`config.mk`:
```
export PLATFORM = sky130hd
export DESIGN_NAME = audio_adc_serial_rx
export DESIGN_NICKNAME = d
export VERILOG_FILES = /design/src/rtl/audio_adc_serial_rx_pkg.sv /design/src/rtl/audio_adc_serial_rx_sclk_div.sv /design/src/rtl/audio_adc_serial_rx.sv
export SDC_FILE = /design/constraint.sdc
export NUM_CORES = 1
export LEC_CHECK = 0
export ABC_AREA = 1
export BUFFER_PORTS_ARGS = -buffer_cell sky130_fd_sc_hd__buf_2
export CAP_MARGIN = 30
export CORE_ASPECT_RATIO = 1.5
export CORE_MARGIN = 8
export CORE_UTILIZATION = 40
export CTS_BUF_LIST = sky130_fd_sc_hd__clkbuf_8
export DETAILED_ROUTE_END_ITERATION = 8
export GPL_TIMING_DRIVEN = 0
export SKIP_CTS_REPAIR_TIMING = 1
export SLEW_MARGIN = 5
export SYNTH_ARGS = -nofsm -noshare
export SYNTH_HDL_FRONTEND = slang
export SYNTH_SLANG_ARGS = --single-unit
```
`constraint.sdc`:
```
create_clock -name clk -period 1.7 [get_ports clk]
set_input_delay 0.085 -clock clk [delete_from_list [all_inputs] [get_ports clk]]
set_output_delay 0.085 -clock clk [all_outputs]
set_load 0.02 [all_outputs]
```
`src/rtl/audio_adc_serial_rx_pkg.sv`:
```
// Shared types and helpers for the audio ADC serial receiver.
package audio_adc_serial_rx_pkg;

  localparam int ADC_BITS = 16;  // SCLK periods per conversion frame
  localparam int ADC_RES  = 12;  // significant sample bits at the LSB end of a frame

  typedef enum logic [2:0] {
    ST_IDLE     = 3'd0,
    ST_CS_SETUP = 3'd1,
    ST_SHIFT    = 3'd2,
    ST_CS_HOLD  = 3'd3,
    ST_QUIET    = 3'd4
  } adc_state_e;

  // Left-justify the 12-bit sample so its MSBs land at the top of the word,
  // or pass the raw frame through unchanged.
  function automatic logic [ADC_BITS-1:0] justify_sample(input logic [ADC_BITS-1:0] raw,
                                                         input logic              left_just);
    logic [ADC_BITS-1:0] res;
    if (left_just) begin
      res = {raw[ADC_RES-1:0], {(ADC_BITS-ADC_RES){1'b0}}};
    end else begin
      res = raw;
    end
    return res;
  endfunction

endpackage

```
`src/rtl/audio_adc_serial_rx_sclk_div.sv`:
```
// Reloadable down-counter producing one tick per timed interval of the frame.
module adc_sclk_div #(
  parameter int W = 4
) (
  input  logic         clk,
  input  logic         resetn,
  input  logic         load,
  input  logic [W-1:0] load_val,
  output logic         tick
);

  logic [W-1:0] cnt_r;

  assign tick = (cnt_r == {W{1'b0}});

  // Count down, reloading on an explicit load or when the interval expires.
  always_ff @(posedge clk or negedge resetn) begin
    if (!resetn) begin
      cnt_r <= {W{1'b0}};
    end else if (load || tick) begin
      cnt_r <= load_val;
    end else begin
      cnt_r <= cnt_r - W'(1);
    end
  end

endmodule

```
`src/rtl/audio_adc_serial_rx.sv`:
```
// Framed serial receiver for an AD7476-class audio ADC: one request, one
// 16-SCLK frame, one justified sample with a level dat_valid.
module audio_adc_serial_rx
  import audio_adc_serial_rx_pkg::*;
#(
  parameter int CLK_DIV      = 4,
  parameter int QUIET_CYCLES = 8,
  parameter bit LEFT_JUSTIFY = 1'b1
) (
  input  logic                clk,
  input  logic                resetn,
  input  logic                start_conv,
  input  logic                SDATA,
  output logic                cs,
  output logic                sclk,
  output logic [ADC_BITS-1:0] data_out,
  output logic                ready,
  output logic                dat_valid
);

  localparam int DIV_MAX = (CLK_DIV > QUIET_CYCLES) ? CLK_DIV : QUIET_CYCLES;
  localparam int CNT_W   = $clog2(DIV_MAX) + 1;

  adc_state_e          state_r, state_nxt_s;
  logic                cs_r, cs_nxt_s;
  logic                sclk_r, sclk_nxt_s;
  logic                ready_r, ready_nxt_s;
  logic                valid_r, valid_nxt_s;
  logic [ADC_BITS-1:0] data_r, data_nxt_s;
  logic [ADC_BITS-1:0] shreg_r, shreg_nxt_s;
  logic [4:0]          bit_cnt_r, bit_cnt_nxt_s;
  logic                div_load_s;
  logic [CNT_W-1:0]    div_val_s;
  logic                tick_s;

  // Hold the divider loaded while idle; the quiet interval uses its own reload.
  always_comb begin
    div_load_s = (state_r == ST_IDLE);
    if (state_r == ST_CS_HOLD) begin
      div_val_s = CNT_W'(QUIET_CYCLES - 1);
    end else begin
      div_val_s = CNT_W'(CLK_DIV - 1);
    end
  end

  adc_sclk_div #(.W(CNT_W)) u_div (
    .clk      (clk),
    .resetn   (resetn),
    .load     (div_load_s),
    .load_val (div_val_s),
    .tick     (tick_s)
  );

  // State register.
  always_ff @(posedge clk or negedge resetn) begin
    if (!resetn) begin
      state_r <= ST_IDLE;
    end else begin
      state_r <= state_nxt_s;
    end
  end

  // Next-state decode; each timed state advances on the divider tick.
  always_comb begin
    state_nxt_s = state_r;
    case (state_r)
      ST_IDLE:     if (start_conv) state_nxt_s = ST_CS_SETUP; else state_nxt_s = ST_IDLE;
      ST_CS_SETUP: if (tick_s) state_nxt_s = ST_SHIFT; else state_nxt_s = ST_CS_SETUP;
      ST_SHIFT:    if (tick_s && !sclk_r && (bit_cnt_r == 5'd15)) state_nxt_s = ST_CS_HOLD;
                   else state_nxt_s = ST_SHIFT;
      ST_CS_HOLD:  if (tick_s) state_nxt_s = ST_QUIET; else state_nxt_s = ST_CS_HOLD;
      ST_QUIET:    if (tick_s) state_nxt_s = ST_IDLE; else state_nxt_s = ST_QUIET;
      default:     state_nxt_s = ST_IDLE;
    endcase
  end

  // Next values of the interface and datapath registers.
  always_comb begin
    cs_nxt_s      = cs_r;
    sclk_nxt_s    = sclk_r;
    ready_nxt_s   = ready_r;
    valid_nxt_s   = valid_r;
    data_nxt_s    = data_r;
    shreg_nxt_s   = shreg_r;
    bit_cnt_nxt_s = bit_cnt_r;
    case (state_r)
      ST_IDLE: begin
        cs_nxt_s    = 1'b1;
        sclk_nxt_s  = 1'b1;
        ready_nxt_s = 1'b1;
        if (start_conv) begin
          cs_nxt_s      = 1'b0;
          ready_nxt_s   = 1'b0;
          valid_nxt_s   = 1'b0;
          shreg_nxt_s   = {ADC_BITS{1'b0}};
          bit_cnt_nxt_s = 5'd0;
        end else begin
          valid_nxt_s = valid_r;
        end
      end
      ST_CS_SETUP: begin
        if (tick_s) sclk_nxt_s = 1'b0; else sclk_nxt_s = sclk_r;
      end
      ST_SHIFT: begin
        if (tick_s) begin
          sclk_nxt_s = ~sclk_r;
          // SDATA is taken on the rising SCLK edge, half a period after the ADC launched it.
          if (!sclk_r) begin
            shreg_nxt_s   = {shreg_r[ADC_BITS-2:0], SDATA};
            bit_cnt_nxt_s = bit_cnt_r + 5'd1;
          end else begin
            shreg_nxt_s = shreg_r;
          end
        end else begin
          sclk_nxt_s = sclk_r;
        end
      end
      ST_CS_HOLD: begin
        if (tick_s) begin
          cs_nxt_s    = 1'b1;
          data_nxt_s  = justify_sample(shreg_r, LEFT_JUSTIFY);
          valid_nxt_s = 1'b1;
        end else begin
          cs_nxt_s = cs_r;
        end
      end
      ST_QUIET: begin
        if (tick_s) ready_nxt_s = 1'b1; else ready_nxt_s = ready_r;
      end
      default: begin
        cs_nxt_s    = 1'b1;
        sclk_nxt_s  = 1'b1;
        ready_nxt_s = 1'b1;
      end
    endcase
  end

  // Interface and datapath registers; reset returns cs/sclk high at once.
  always_ff @(posedge clk or negedge resetn) begin
    if (!resetn) begin
      cs_r      <= 1'b1;
      sclk_r    <= 1'b1;
      ready_r   <= 1'b1;
      valid_r   <= 1'b0;
      data_r    <= {ADC_BITS{1'b0}};
      shreg_r   <= {ADC_BITS{1'b0}};
      bit_cnt_r <= 5'd0;
    end else begin
      cs_r      <= cs_nxt_s;
      sclk_r    <= sclk_nxt_s;
      ready_r   <= ready_nxt_s;
      valid_r   <= valid_nxt_s;
      data_r    <= data_nxt_s;
      shreg_r   <= shreg_nxt_s;
      bit_cnt_r <= bit_cnt_nxt_s;
    end
  end

  assign cs        = cs_r;
  assign sclk      = sclk_r;
  assign ready     = ready_r;
  assign dat_valid = valid_r;
  assign data_out  = data_r;

endmodule

```
* After elaboration in Yosys (flattened, before gate mapping)
Cells that the tools add are included.
** Storage, ports and cells
- Input port bits :: 4
- Output and inout bits :: 20
- Word-level logic and storage cells :: 68
- Bits in registers :: 40
** Operators by class
- Reduce and logical (&&, ||, !) cells :: 17
- Bitwise logic cells :: 4
- Muxes and demuxes :: 25
- Equality and inequality tests :: 11
- $add $sub $neg :: 2
** Operators by type and width (count)
- $mux 12 :: 3
- $pmux 12 s2 :: 1
- $mux 5 :: 3
- $pmux 3 s5 :: 1
- $ne 2x2->1 const B :: 6
- $pmux 5 s2 :: 1
- $mux 3 :: 3
- $pmux 1 s3 :: 3
- $mux 1 :: 7
- $eq 3x2->1 const B :: 2
- $reduce_and 2->1 :: 3
- $reduce_and 3->1 :: 2
- $reduce_or 3->1 :: 2
- $add 5x1->5 const B :: 1
- $eq 5x4->1 const B :: 1
- $logic_not 4->1 :: 1
- $mux 4 :: 1
- $not 1->1 :: 4
- $reduce_and 4->1 :: 1
- $reduce_bool 2->1 :: 2
- $sub 4x1->4 const B :: 1
- $eq 3x1->1 const B :: 1
- $eq 3x3->1 const B :: 1
- $logic_not 3->1 :: 1
- other kinds (6) :: 7

* Depth between registers and ports, before layout
- Word-level depth :: 5
- Depth in mapped cells :: 9
- Gate-level depth less buffers :: 8

* Hierarchy
From an unflattened synthesis, not the netlist that was laid out.
** Second synthesis, totals
- Cell total of the unflattened synthesis :: 251
- Area total of the unflattened synthesis :: 1964.4 µm²
** By module, submodules not included
- audio_adc_serial_rx :: seq. area each 904.6 µm², instances 1, area each 1724.2 µm², cells each 219
- adc_sclk_div :: seq. area each 100.1 µm², instances 1, area each 240.2 µm², cells each 32

* Worst setup path before layout
Ideal clock, no wire load.
- Path type :: reg2reg
- Start point :: register u_div.cnt_r[0]
- End point :: register data_r[14], in the netlist data_out[14]
- Data required time :: 1.574 ns
- Period minus slack after synthesis :: 1.433 ns
- Stages on the path, launching flop included :: 9
- Library setup time :: 0.126 ns
- Data arrival time :: 1.307 ns
- Path slack :: 0.267 ns
- Buffers on the path :: 1
- Path through :: dfrtp_1 -> inv_1 -> ha_1 -> nand3_2 -> inv_1 -> nand2_2 -> buf_4 -> nand2_1 -> o21ai_0
** On the way
- Word-level cells in the longest chain between the ends :: 2
** RTL lines
- start, declared :: RTL line audio_adc_serial_rx_sclk_div.sv:12 : logic [W-1:0] cnt_r;
- start signal, assigned :: RTL line audio_adc_serial_rx_sclk_div.sv:19 : cnt_r <= {W{1'b0}};
- start signal, assigned :: RTL line audio_adc_serial_rx_sclk_div.sv:21 : cnt_r <= load_val;
- start signal, assigned :: RTL line audio_adc_serial_rx_sclk_div.sv:23 : cnt_r <= cnt_r - W'(1);
- $logic_not 4->1 :: RTL line audio_adc_serial_rx_sclk_div.sv:14 : assign tick = (cnt_r == {W{1'b0}});
- $reduce_and 2->1 (no line)
- end signal, assigned :: RTL line audio_adc_serial_rx.sv:145 : data_r <= {ADC_BITS{1'b0}};
- end signal, assigned :: RTL line audio_adc_serial_rx.sv:153 : data_r <= data_nxt_s;
- end, declared :: RTL line audio_adc_serial_rx.sv:29 : logic [ADC_BITS-1:0] data_r, data_nxt_s;
No other way between the ends.
A chain may end at the register's enable or synchronous reset.

* Final worst setup path
- Start point :: register state_r[0]
- End point :: register shreg_r[1]
** On the way
- Word-level cells in the longest chain between the ends :: 3
- Elaborated cells on any way between the ends :: 8
- Those cells by class :: eq/ne (4); mux (1); reduce/logical (3)
** RTL lines
- start, declared :: RTL line audio_adc_serial_rx.sv:24 : adc_state_e state_r, state_nxt_s;
- start signal, assigned :: RTL line audio_adc_serial_rx.sv:59 : state_r <= state_nxt_s;
- $eq 3x2->1 / $logic_not 3->1 (equally long branches) :: RTL line audio_adc_serial_rx.sv:86 : case (state_r)
- $ne 2x2->1 (no line) / $reduce_bool 2->1 (equally long branches)
- $reduce_and 4->1 (no line)
- end signal, assigned :: RTL line audio_adc_serial_rx.sv:146 : shreg_r <= {ADC_BITS{1'b0}};
- end signal, assigned :: RTL line audio_adc_serial_rx.sv:154 : shreg_r <= shreg_nxt_s;
- end, declared :: RTL line audio_adc_serial_rx.sv:30 : logic [ADC_BITS-1:0] shreg_r, shreg_nxt_s;
Parallel ways exist; a longest one is shown, timed or not.

==> metrics.yaml <==
status: "finished clean"
irDropWorstVdd_uv: 408.3
fp.coreArea_mm2: 0.004810
drc_errors: 0
power_density_mw_per_mm2: 769.8
antenna_found_initial: 0
nets: 271
min_period_ns: 1.573
rows: 31
fillerInstances: 518
crit_path_top_delay_cell: "dfrtp_1"
drive_gt1_share_pct: 23.77
wire_per_inst_um: 12.75
port_buffers: 19
register_area_mm2: 0.001005
ys_seq_area_share_pct: 50.53
rsz0062_at_grt: "no"
synth_common_cells: "nand2_1, dfrtp_1, inv_1"
path_cells: "nor2_2 -> nand3_2 -> nand2_8 -> nand2_4 -> buf_6 -> nand2_1 -> nand2_1"
r2r_end: "shreg_r[1]$_DFFE_PN0P_"
critical_path.endpoint_type: "flop"
crit_type: "flop to flop"
netlist.area_leader.share_pct: 46.57
finClkSkew_ns: 0.005429
ant_nets: 0
grt_max_degree: 41
cts_sinks: 40
critPathRequiredTime_ns: 1.89
cts_tree: "done"
synth_warnings: 0
finalHoldViolCount: 0
setup_viol: 0
tns_ns: 0
syn_area_per_cell_um2: 8.533
hp-start: "SDATA"
netlist.top_cell.by_area: "dfrtp_1"
synthTopCellsByArea: "dfrtp_1, nand2_1, nand3_1, inv_1, dfstp_2"
cts_buffer_depth: 2
arrival_ns: 1.77
ys_ff_latch: 40
cts.clk_slew.worst_paths_ns: 0.08
multi_input_area_um2: 825.8
clock_latency_ns: 0.30
async_flop_share_pct: 100.0
antennaDiodeCount: 0
dieWidth_um: 73.57
grt_usage_pct: 12.06
totalWireLength_mm: 4.219
fin_util_pct: 48.34
num_vias: 1545
cts_made_buffers: 5
holdPathStages: 4
crit_fanout: 10
fmax_mhz: 635.6
drtIter0Drc: 92
dpl-instance-area_mm2: 0.002177
cpMostUsedCell: "nand2_1"
grt_first_pass_wirelength_mm: 7.100
via_per_inst: 4.668
start_kind: "flop"
drt_first_pass_iters: 4
maxCapViolations: 0
dieArea_mm2: 0.007529
hold_class: "input pin to flop"
synth_area_mm2: 0.001988
syn-instance-count: 233
first_global_vias: 1545
finalMaxSlewViolations: 0
hold_end: "shreg_r[0]$_DFFE_PN0P_"
r2r_cells: 7
dpl.hpwl_mm: 2.931
cts_root_buf: "clkbuf_8"
start_util_pct: 41.34
finalCritPeriodShare_pct: 92.54
p_leak_nw: 1.252
cp_slowest_stage_delay_ns: 0.48
grt_overflow: 0
syn2layout_area_growth_pct: 16.93
ff2ff_setup_slack_ns: 0.13
yosysMostFrequentCell: "nand2_1"
cts_max_level: 2
boundaryPins: 24
timing.rr.start: "state_r[0]$_DFF_PN0_"
globalplace.congestion: 0.7745
die_y_um: 102.3
netlist-cell-type-count: 27
synth_edf_count: 0
synth_ff_type: "dfrtp_1"
post-route-cell-area_mm2: 0.002325
[layout by cell type (no fill, tap or decap), types with 5 or more instances in the layout]
cell,Yosys,final
nand2_2,5,5
o21ai_0,12,12
clkbuf_8,0,5
inv_1,26,26
nand2_1,69,69
nor2_1,18,18
buf_4,6,6
dfrtp_1,37,37
buf_2,2,21
nand3_1,22,22
[critical path, delay by kind of cell (launching register included)]
kind,cells,cell delay [ns]
DFF,1,0.48
and+or+nand+nor,6,0.82
buffers and inverters,1,0.17
[area by class of cell]
| type | instances | share of cell area [%] |
|---|---|---|
| Clock buffer | 5 | 2.960 |
| Inverter | 27 | 4.360 |
| Multi-Input combinational cell | 159 | 35.52 |
| Clock inverter | 3 | 1.668 |
| Buffer | 10 | 3.337 |
| Sequential cell | 40 | 43.22 |
| Tap cell | 66 | 3.552 |
| Timing Repair Buffer | 21 | 5.382 |
[flip-flops by register name (all words and copies together), names as in the netlist]
signal / count
cs: 1
state_r: 3
u_div.cnt_r: 4
data_out: 12
sclk: 1
dat_valid: 1
bit_cnt_r: 5
shreg_r: 12
ready: 1
[worst max-delay path by stage]
stage	cells past startpoint	start	end	slack, ns
floorplan	8	u_div.cnt_r[0]$_DFF_PN0_	data_out[14]$_DFFE_PN0P_	0.27
global placement	8	u_div.cnt_r[0]$_DFF_PN0_	data_out[8]$_DFFE_PN0P_	0.06
detailed placement	8	u_div.cnt_r[0]$_DFF_PN0_	data_out[4]$_DFFE_PN0P_	0.03
CTS	8	u_div.cnt_r[0]$_DFF_PN0_	data_out[4]$_DFFE_PN0P_	0.01
global route	8	u_div.cnt_r[0]$_DFF_PN0_	data_out[4]$_DFFE_PN0P_	0.02
finish	7	state_r[0]$_DFF_PN0_	shreg_r[1]$_DFFE_PN0P_	0.13
[metal layers]
layer  GRT usage, %  part of all wire [%]
met3          2.554                   3.9
met1          14.20                    45
met5              0                     0
met2          20.21                    49
met4          5.564                   2.1
[report_power, final]
| group | switching (mW) | total, mW | leakage [nW] | internal, mW |
|---|---|---|---|---|
| Clock | 0.337 | 0.767 | 0.0593 | 0.430 |
| Sequential | 0.00425 | 0.962 | 0.504 | 0.958 |
| Combinational | 0.0388 | 0.0602 | 0.689 | 0.0214 |
[stage by stage]
step | setup slack (ns) | std cells | hold WS, ns | power [mW]
after global placement | 0.05873 | 321 | 0.2691 | 1.034
final | 0.1267 | 331 | 0.1080 | 1.790
after detailed placement | 0.02585 | 321 | 0.2694 | 1.035
after CTS | 0.01489 | 329 | -0.05099 | 1.802
after floorplan | 0.2674 | 236 | -0.2106 | 1.009
after global routing | 0.02393 | 331 | 0.1141 | 1.861
[cells by family after synthesis]
family / after synthesis / share of synthesized area (%)
other cells: 1 / 0.1886
xor+xnor: 1 / 0.4406
simple gates: 131 / 31.91
compound gates: 20 / 6.042
flops: 40 / 50.54
fa+ha+maj: 3 / 1.888
buf+inv: 37 / 8.999
No activity file was read; power rests on OpenSTA's default activity.
